File: config.mk
export PLATFORM = sky130hd
export DESIGN_NAME = servo_pwm_gen
export DESIGN_NICKNAME = d
export VERILOG_FILES = /design/src/rtl/servo_pkg.sv /design/src/rtl/servo_pwm_gen.sv
export SDC_FILE = /design/constraint.sdc
export NUM_CORES = 1
export LEC_CHECK = 0
export ABC_AREA = 1
export CAP_MARGIN = 20
export CORE_MARGIN = 2
export CORE_UTILIZATION = 55
export CTS_BUF_LIST = sky130_fd_sc_hd__clkbuf_2 sky130_fd_sc_hd__clkbuf_4 sky130_fd_sc_hd__clkbuf_8
export DETAILED_ROUTE_END_ITERATION = 12
export PLACE_DENSITY = 0.76
export SLEW_MARGIN = 20
export SYNTH_ARGS = -nofsm -noshare
export SYNTH_HDL_FRONTEND = slang
export SYNTH_SLANG_ARGS = --single-unit
export TNS_END_PERCENT = 20
File: constraint.sdc
create_clock -name clk -period 5.2 [get_ports clk]
set_input_delay 1.04 -clock clk [delete_from_list [all_inputs] [get_ports clk]]
set_output_delay 1.04 -clock clk [all_outputs]
set_load 0.02 [all_outputs]
File: src/rtl/servo_pkg.sv
// Shared types and default timing constants for the servo PWM generator.
package servo_pkg;

    localparam int unsigned PERIOD_TICKS  = 800;
    localparam int unsigned MIN_TICKS     = 40;
    localparam int unsigned SPAN_TICKS    = 40;
    localparam int unsigned NEUTRAL_TICKS = 60;
    localparam int unsigned POS_W         = 8;

    typedef enum logic [1:0] {
        IDLE = 2'd0,
        HIGH = 2'd1,
        LOW  = 2'd2
    } state_t;

endpackage

File: src/rtl/servo_pwm_gen.sv
// Servo frame generator: one pulse of active_w ticks per PERIOD_TICKS frame,
// with a one-deep pending slot so width updates only land on frame boundaries.
module servo_pwm_gen #(
    parameter int unsigned PERIOD_TICKS  = servo_pkg::PERIOD_TICKS,
    parameter int unsigned MIN_TICKS     = servo_pkg::MIN_TICKS,
    parameter int unsigned SPAN_TICKS    = servo_pkg::SPAN_TICKS,
    parameter int unsigned NEUTRAL_TICKS = servo_pkg::NEUTRAL_TICKS
) (
    input  logic                        clk,
    input  logic                        rst_n,
    input  logic                        tick,
    input  logic                        en,
    input  logic [servo_pkg::POS_W-1:0] pos_data,
    input  logic                        pos_valid,
    output logic                        pos_ready,
    output logic                        pwm_out,
    output logic                        frame_start,
    output logic                        sat
);
    import servo_pkg::state_t;
    import servo_pkg::IDLE;
    import servo_pkg::HIGH;
    import servo_pkg::LOW;

    localparam int unsigned CNT_W = $clog2(PERIOD_TICKS);

    state_t           state, state_d;
    logic [CNT_W-1:0] cnt, cnt_d;
    logic [CNT_W-1:0] active_w, active_d;
    logic [CNT_W-1:0] pend_w, pend_w_d;
    logic             pend_full, pend_full_d;
    logic             pwm_d, frame_start_d, sat_d;
    logic             boundary;
    logic             accept;
    logic             over_span;
    logic [CNT_W-1:0] cap_w;

    // Clamp the requested offset into the legal span before it is stored.
    assign over_span = (32'(pos_data) > SPAN_TICKS);
    assign cap_w     = CNT_W'(MIN_TICKS) +
                       (over_span ? CNT_W'(SPAN_TICKS) : CNT_W'(pos_data));
    assign accept    = pos_valid && !pend_full;

    always_comb begin
        state_d       = state;
        cnt_d         = cnt;
        pwm_d         = pwm_out;
        active_d      = active_w;
        pend_w_d      = pend_w;
        pend_full_d   = pend_full;
        sat_d         = sat;
        boundary      = 1'b0;

        case (state)
            IDLE: begin
                pwm_d = 1'b0;
                if (tick && en) begin
                    boundary = 1'b1;
                    cnt_d    = '0;
                    pwm_d    = 1'b1;
                    state_d  = HIGH;
                end
            end
            HIGH, LOW: begin
                if (tick) begin
                    if (cnt == CNT_W'(PERIOD_TICKS - 1)) begin
                        boundary = 1'b1;
                        cnt_d    = '0;
                        if (en) begin
                            pwm_d   = 1'b1;
                            state_d = HIGH;
                        end else begin
                            pwm_d   = 1'b0;
                            state_d = IDLE;
                        end
                    end else begin
                        cnt_d = cnt + CNT_W'(1);
                        if (cnt + CNT_W'(1) == active_w) begin
                            pwm_d   = 1'b0;
                            state_d = LOW;
                        end
                    end
                end
            end
            default: begin
                state_d = IDLE;
                cnt_d   = '0;
                pwm_d   = 1'b0;
            end
        endcase

        frame_start_d = boundary;

        // Pending width is promoted only at a boundary so a frame never changes width.
        if (boundary && pend_full) begin
            active_d    = pend_w;
            pend_full_d = 1'b0;
        end

        // A capture landing on a boundary with an empty slot goes straight to the new frame.
        if (accept) begin
            sat_d = over_span;
            if (boundary) begin
                active_d = cap_w;
            end else begin
                pend_w_d    = cap_w;
                pend_full_d = 1'b1;
            end
        end
    end

    always_ff @(posedge clk or negedge rst_n) begin
        if (!rst_n) begin
            state       <= IDLE;
            cnt         <= '0;
            pwm_out     <= 1'b0;
            frame_start <= 1'b0;
            active_w    <= CNT_W'(NEUTRAL_TICKS);
            pend_w      <= '0;
            pend_full   <= 1'b0;
            pos_ready   <= 1'b1;
            sat         <= 1'b0;
        end else begin
            state       <= state_d;
            cnt         <= cnt_d;
            pwm_out     <= pwm_d;
            frame_start <= frame_start_d;
            active_w    <= active_d;
            pend_w      <= pend_w_d;
            pend_full   <= pend_full_d;
            pos_ready   <= !pend_full_d;
            sat         <= sat_d;
        end
    end

endmodule
## After elaboration in Yosys (flattened, before gate mapping)

Index checks and enable logic that the tools add are counted.

| word-level totals | value |
|---|---|
| register bits | 37 |
| input port bits | 13 |
| output and inout bits | 4 |

| cells by class | value |
|---|---|
| add/sub/neg operators | 2 |
| order comparisons | 1 |
| equal/unequal tests | 7 |
| muxes and demuxes | 26 |
| bitwise gates (word level) | 1 |
| reductions and logical operators | 11 |

Operators with widths:

| kind | number |
|---|---|
| $mux 10 | 6 |
| $pmux 10 s2 | 1 |
| $mux 1 | 11 |
| $add 10x1->10 const B | 1 |
| $eq 10x10->1 | 1 |
| $eq 10x10->1 const B | 1 |
| $add 6x8->9 const A | 1 |
| $gt 8x6->1 const B | 1 |
| $mux 2 | 4 |
| $mux 8 | 1 |
| $reduce_and 2->1 | 3 |
| $ne 2x2->1 const B | 2 |
| $pmux 1 s2 | 2 |
| $pmux 2 s2 | 1 |
| $logic_and 1x1->1 | 3 |
| $ne 3x3->1 const B | 1 |
| $reduce_and 3->1 | 1 |
| $eq 2x1->1 const B | 1 |
| $eq 2x2->1 const B | 1 |
| $logic_not 1->1 | 2 |
| $logic_not 2->1 | 1 |
| $reduce_or 2->1 | 1 |
| $not 1->1 | 1 |

## Logic depth before layout (Yosys ltp)

| logic depth | value |
|---|---|
| depth after elaboration | 9 |
| mapped depth | 14 |

## Least setup slack after synthesis

No wires, ideal clock.

| path | value |
|---|---|
| kind | input to register |
| start point | input pos_data[7] (netlist bit) |
| end point | register active_w[5] |
| library setup time | 60 ps |
| data arrival time | 2,479 ps |
| path slack | 2,661 ps |
| cell stages on the path | 8 |
| buffers on the path | 0 |
| cells stage by stage | or2_2 -> nor2_1 -> inv_1 -> or2_2 -> ha_1 -> xor2_1 -> or2_0 -> nand2_1 |

| on the way | value |
|---|---|
| longest elaborated chain between the ends | 5 |

RTL lines:

| item | line | text |
|---|---|---|
| start: declaration | servo_pwm_gen.sv:13 | `input logic [servo_pkg::POS_W-1:0] pos_data,` |
| $gt 8x6->1 | servo_pwm_gen.sv:39 | `assign over_span = (32'(pos_data) > SPAN_TICKS);` |
| $mux 8 | servo_pwm_gen.sv:41 | `(over_span ? CNT_W'(SPAN_TICKS) : CNT_W'(pos_data));` |
| $add 6x8->9 | servo_pwm_gen.sv:40 | `assign cap_w = CNT_W'(MIN_TICKS) +` |
| $mux 10 | servo_pwm_gen.sv:103 | `if (boundary) begin` |
| $mux 10 | servo_pwm_gen.sv:101 | `if (accept) begin` |
| via active_d[5] | servo_pwm_gen.sv:29 | `logic [CNT_W-1:0] active_w, active_d;` |
| end signal: assignment | servo_pwm_gen.sv:118 | `active_w <= CNT_W'(NEUTRAL_TICKS);` |
| end signal: assignment | servo_pwm_gen.sv:128 | `active_w <= active_d;` |
| end: declaration | servo_pwm_gen.sv:29 |  |

The timed path passes the listed nets, and every way through them passes these cells.
A chain may end at the register's enable or synchronous reset.

## Worst setup path in the final report

| path | value |
|---|---|
| start point | input pos_data[1] (netlist bit) |
| end point | register active_w[5] |

| on the way | value |
|---|---|
| longest elaborated chain between the ends | 5 |

RTL lines:

| item | line |
|---|---|
| $gt 8x6->1 | servo_pwm_gen.sv:39 |
| $mux 8 (*) | servo_pwm_gen.sv:41 |
| $add 6x8->9 (*) | servo_pwm_gen.sv:40 |
| $mux 10 (*) | servo_pwm_gen.sv:103 |
| $mux 10 (*) | servo_pwm_gen.sv:101 |
| via active_d[5] | servo_pwm_gen.sv:29 |

Mark *: on every way through the listed nets, which the timed path passes. The rest lies on a longest branch.

==> metrics <==
Tot GR Track Use=0.217; Post-CTS Setup Bufs=0; largest net degree at the start of global routing=37; post_cts resized=0; Initial Utilization=0.571; Worst Hold Path Cells=2; top fanout value on the critical path=4; core footprint=about 3600 sq um; TritonRoute pass-1 iters=4; H-tree depth=2; synth top area cells=dfrtp_1, nand2_1, inv_1, nand3_1, dfstp_2; most frequent cells in the layout=nand2_1, inv_1, dfrtp_1; sequential area share after synthesis=0.438; CTS tree=built; Final min period=2.75 ns; Routed Antenna Nets=0; Hold-fix buffers, CTS=0; Max-cap violations=0; total power draw=just under 0.0009 W; Netlist cell types=28; vias per cell=5.01; Post-Syn Area=2070 sq um; Buf/Inv on CP=3; antenna fix cells=0; area grow syn2layout=14.2%; vias in the first global route=~1700; Mapped Cells=roughly 290; CP startpoint kind=input pin; Final Setup Violations=0; Port-buffer cells=16; Die Span Y=65.4 microns; post-route setup slack=between 2 and 2.5 ns; Crit Path Class=in2reg; routability congestion estimate=about 0.9; yosys synthesis warning count=0; total grt overflow=0; peak supply drop=slightly above 0.3 mV; outcome=completed; Clock Tree Buf Depth=2; CP arrival=between 2 and 3 ns; TritonCTS Buffers=5; RR Endpoint=cnt[5]; setup TNS=0 ns; final hold vios=0; Final period util=0.530; Reg clk slew, reported paths=around 0.080 ns; Max stage delay cell, worst path=clkdlybuf4s50_1; Post-DP HPWL=~3.0 mm; cell leakage power=about 1.1 nW; Max-slew headroom=0.481; RSZ-0062 raised after global routing=no; flops & latches, synth=36; hold worst-path end=pwm_out; # IOs=17; Worst-Margin Slew=just under 0.8 ns; Fmax achieved=~360 MHz; DRT iter0 DRCs=122; min-delay src=pwm_out; top-area cell type share of the netlist area=0.374; family with the most delay on the worst path=simple AND/OR/NAND/NOR gates; HP Class=reg2reg; r2r worst-path depth=10; Largest stage delay, worst path=0.40 ns; Die X=roughly 65 microns; flop2flop setup slack=approximately 3.0 ns; Critical Path End Type=flip-flop; critical path cell sequence=clkdlybuf4s50_1, inv_1, nand3_1, a21oi_1, nor2_1, nor2_1, inv_1, or2_2, ha_1, xor2_1, or2_0, nand2_1; Avg Cell Area, Syn=slightly above 7 sq um; layout cells sized above 1=0.107; Post-Place Setup Slack=between 2 and 2.5 ns; PwrDens=377 nW/um^2; WL/cell=roughly 11 microns; WL final=a little under 4 mm; # clock sinks=36; Max Slew Vio Count=0; Net Count, Synth=302; area leader, netlist=dfrtp_1; DR vias=1779; root buffer cell=clkbuf_8; Placement Rows=22; Final Skew=between 0.005 and 0.006 ns; # nets final=323; most common cell after layout, fill and taps aside=nand2_1; clk_lat worst skew=about 0.29 ns; first-pass GRT wire length=roughly 7 mm; initial antenna violation count=0; Die Area=4280 sq um; Post-route DRC=0; worst r2r src=state[1]; Crit path required time=roughly 5.4 ns
[flip-flops by register name, indices dropped and copies added, names as in the netlist]
name / count
pend_full: 1
active_w: 10
sat: 1
pwm_out: 1
frame_start: 1
state: 2
cnt: 10
pend_w: 9
pos_ready: 1
[power breakdown]
part	leakage [nW]	internal, W	switching, W	total (W)
Sequential	0.467	0.000354	0.0000459	0.000400
Combinational	0.634	0.000117	0.000174	0.000291
Clock	0.0404	0.0000948	0.000106	0.000201
[stage by stage]
stage / instances / util / hold WS (ns) / instance area [sq um]
final: 355 / 0.652 / 0.483 / 2370
after global routing: 355 / 0.652 / 0.521 / 2370
after CTS: 355 / 0.652 / 0.486 / 2370
after detailed placement: 347 / 0.626 / 0.466 / 2280
after global placement: 347 / 0.626 / 0.454 / 2280
after floorplan: 285 / - / 0.449 / 2070
[layer usage]
metal | up-vias | wire length, microns | track usage
li1 | 934 | - | -
met1 | 798 | 1800 | 0.273
met2 | 39 | 1890 | 0.353
met3 | 8 | 169 | 0.0531
met4 | 0 | 86 | 0.0964
met5 | - | 0 | 0
[worst max-delay path by stage]
stage,depth (start not counted),to,slack (ns),from
5_1_grt,12,active_w[5],2.29,pos_data[1]
6_report,12,active_w[5],2.45,pos_data[1]
3_3_place_gp,12,active_w[5],2.19,pos_data[2]
2_1_floorplan,8,active_w[5],2.66,pos_data[7]
3_5_place_dp,12,active_w[5],2.13,pos_data[1]
4_1_cts,12,active_w[5],2.44,pos_data[1]
[Yosys cell counts]
| cell type | count |
|---|---|
| inv_1 | 48 |
| o21ai_0 | 10 |
| nand3_1 | 27 |
| nor3_2 | 1 |
| nor2_2 | 3 |
| dfstp_2 | 5 |
| inv_2 | 2 |
| o211ai_1 | 1 |
| a21oi_1 | 4 |
| a31oi_1 | 1 |
| buf_6 | 1 |
| clkbuf_1 | 1 |
| xnor3_1 | 1 |
| nor3_1 | 1 |
| xor2_1 | 2 |
| or2_2 | 2 |
| nor2_1 | 17 |
| nand2_2 | 5 |
| o21ai_2 | 1 |
| o21ai_1 | 3 |
| ha_1 | 4 |
| dfrtp_1 | 31 |
| nor2_4 | 4 |
| nand4_1 | 1 |
| or2_0 | 1 |
| buf_2 | 1 |
| nand2_1 | 97 |
| o22ai_1 | 10 |
[worst reg2reg max path, stage by stage, from the launching register on]
cell and delay, ns:
dfrtp_1 0.40, inv_1 0.06, ha_1 0.32, inv_1 0.09, nor2_1 0.05, o21ai_0 0.15
buf_4 0.21, nand2_1 0.09, nor2_1 0.29, inv_1 0.22, o22ai_1 0.19
[logic make-up (layout without fill, tap and decap cells)]
group,count (synthesis),in the layout,share of synthesized area
and+or+nand+nor,159,159,0.337
buffers and inverters,53,75,0.100
DFF,36,36,0.438
AOI/OAI and AO/OA,30,30,0.0821
adders and majority gates,4,4,0.0241
xor gates and xnor gates,3,3,0.0193
[final cells by class]
type                            instances  area [sq um]
Fill cell                             340          1260
Clock inverter                          3          23.8
Sequential cell                        36           907
Clock buffer                            5          68.8
Inverter                               50           188
Multi-Input combinational cell        196           958
Timing Repair Buffer                   17           163
Tap cell                               48          60.1
(Power assumes the default switching activity.)
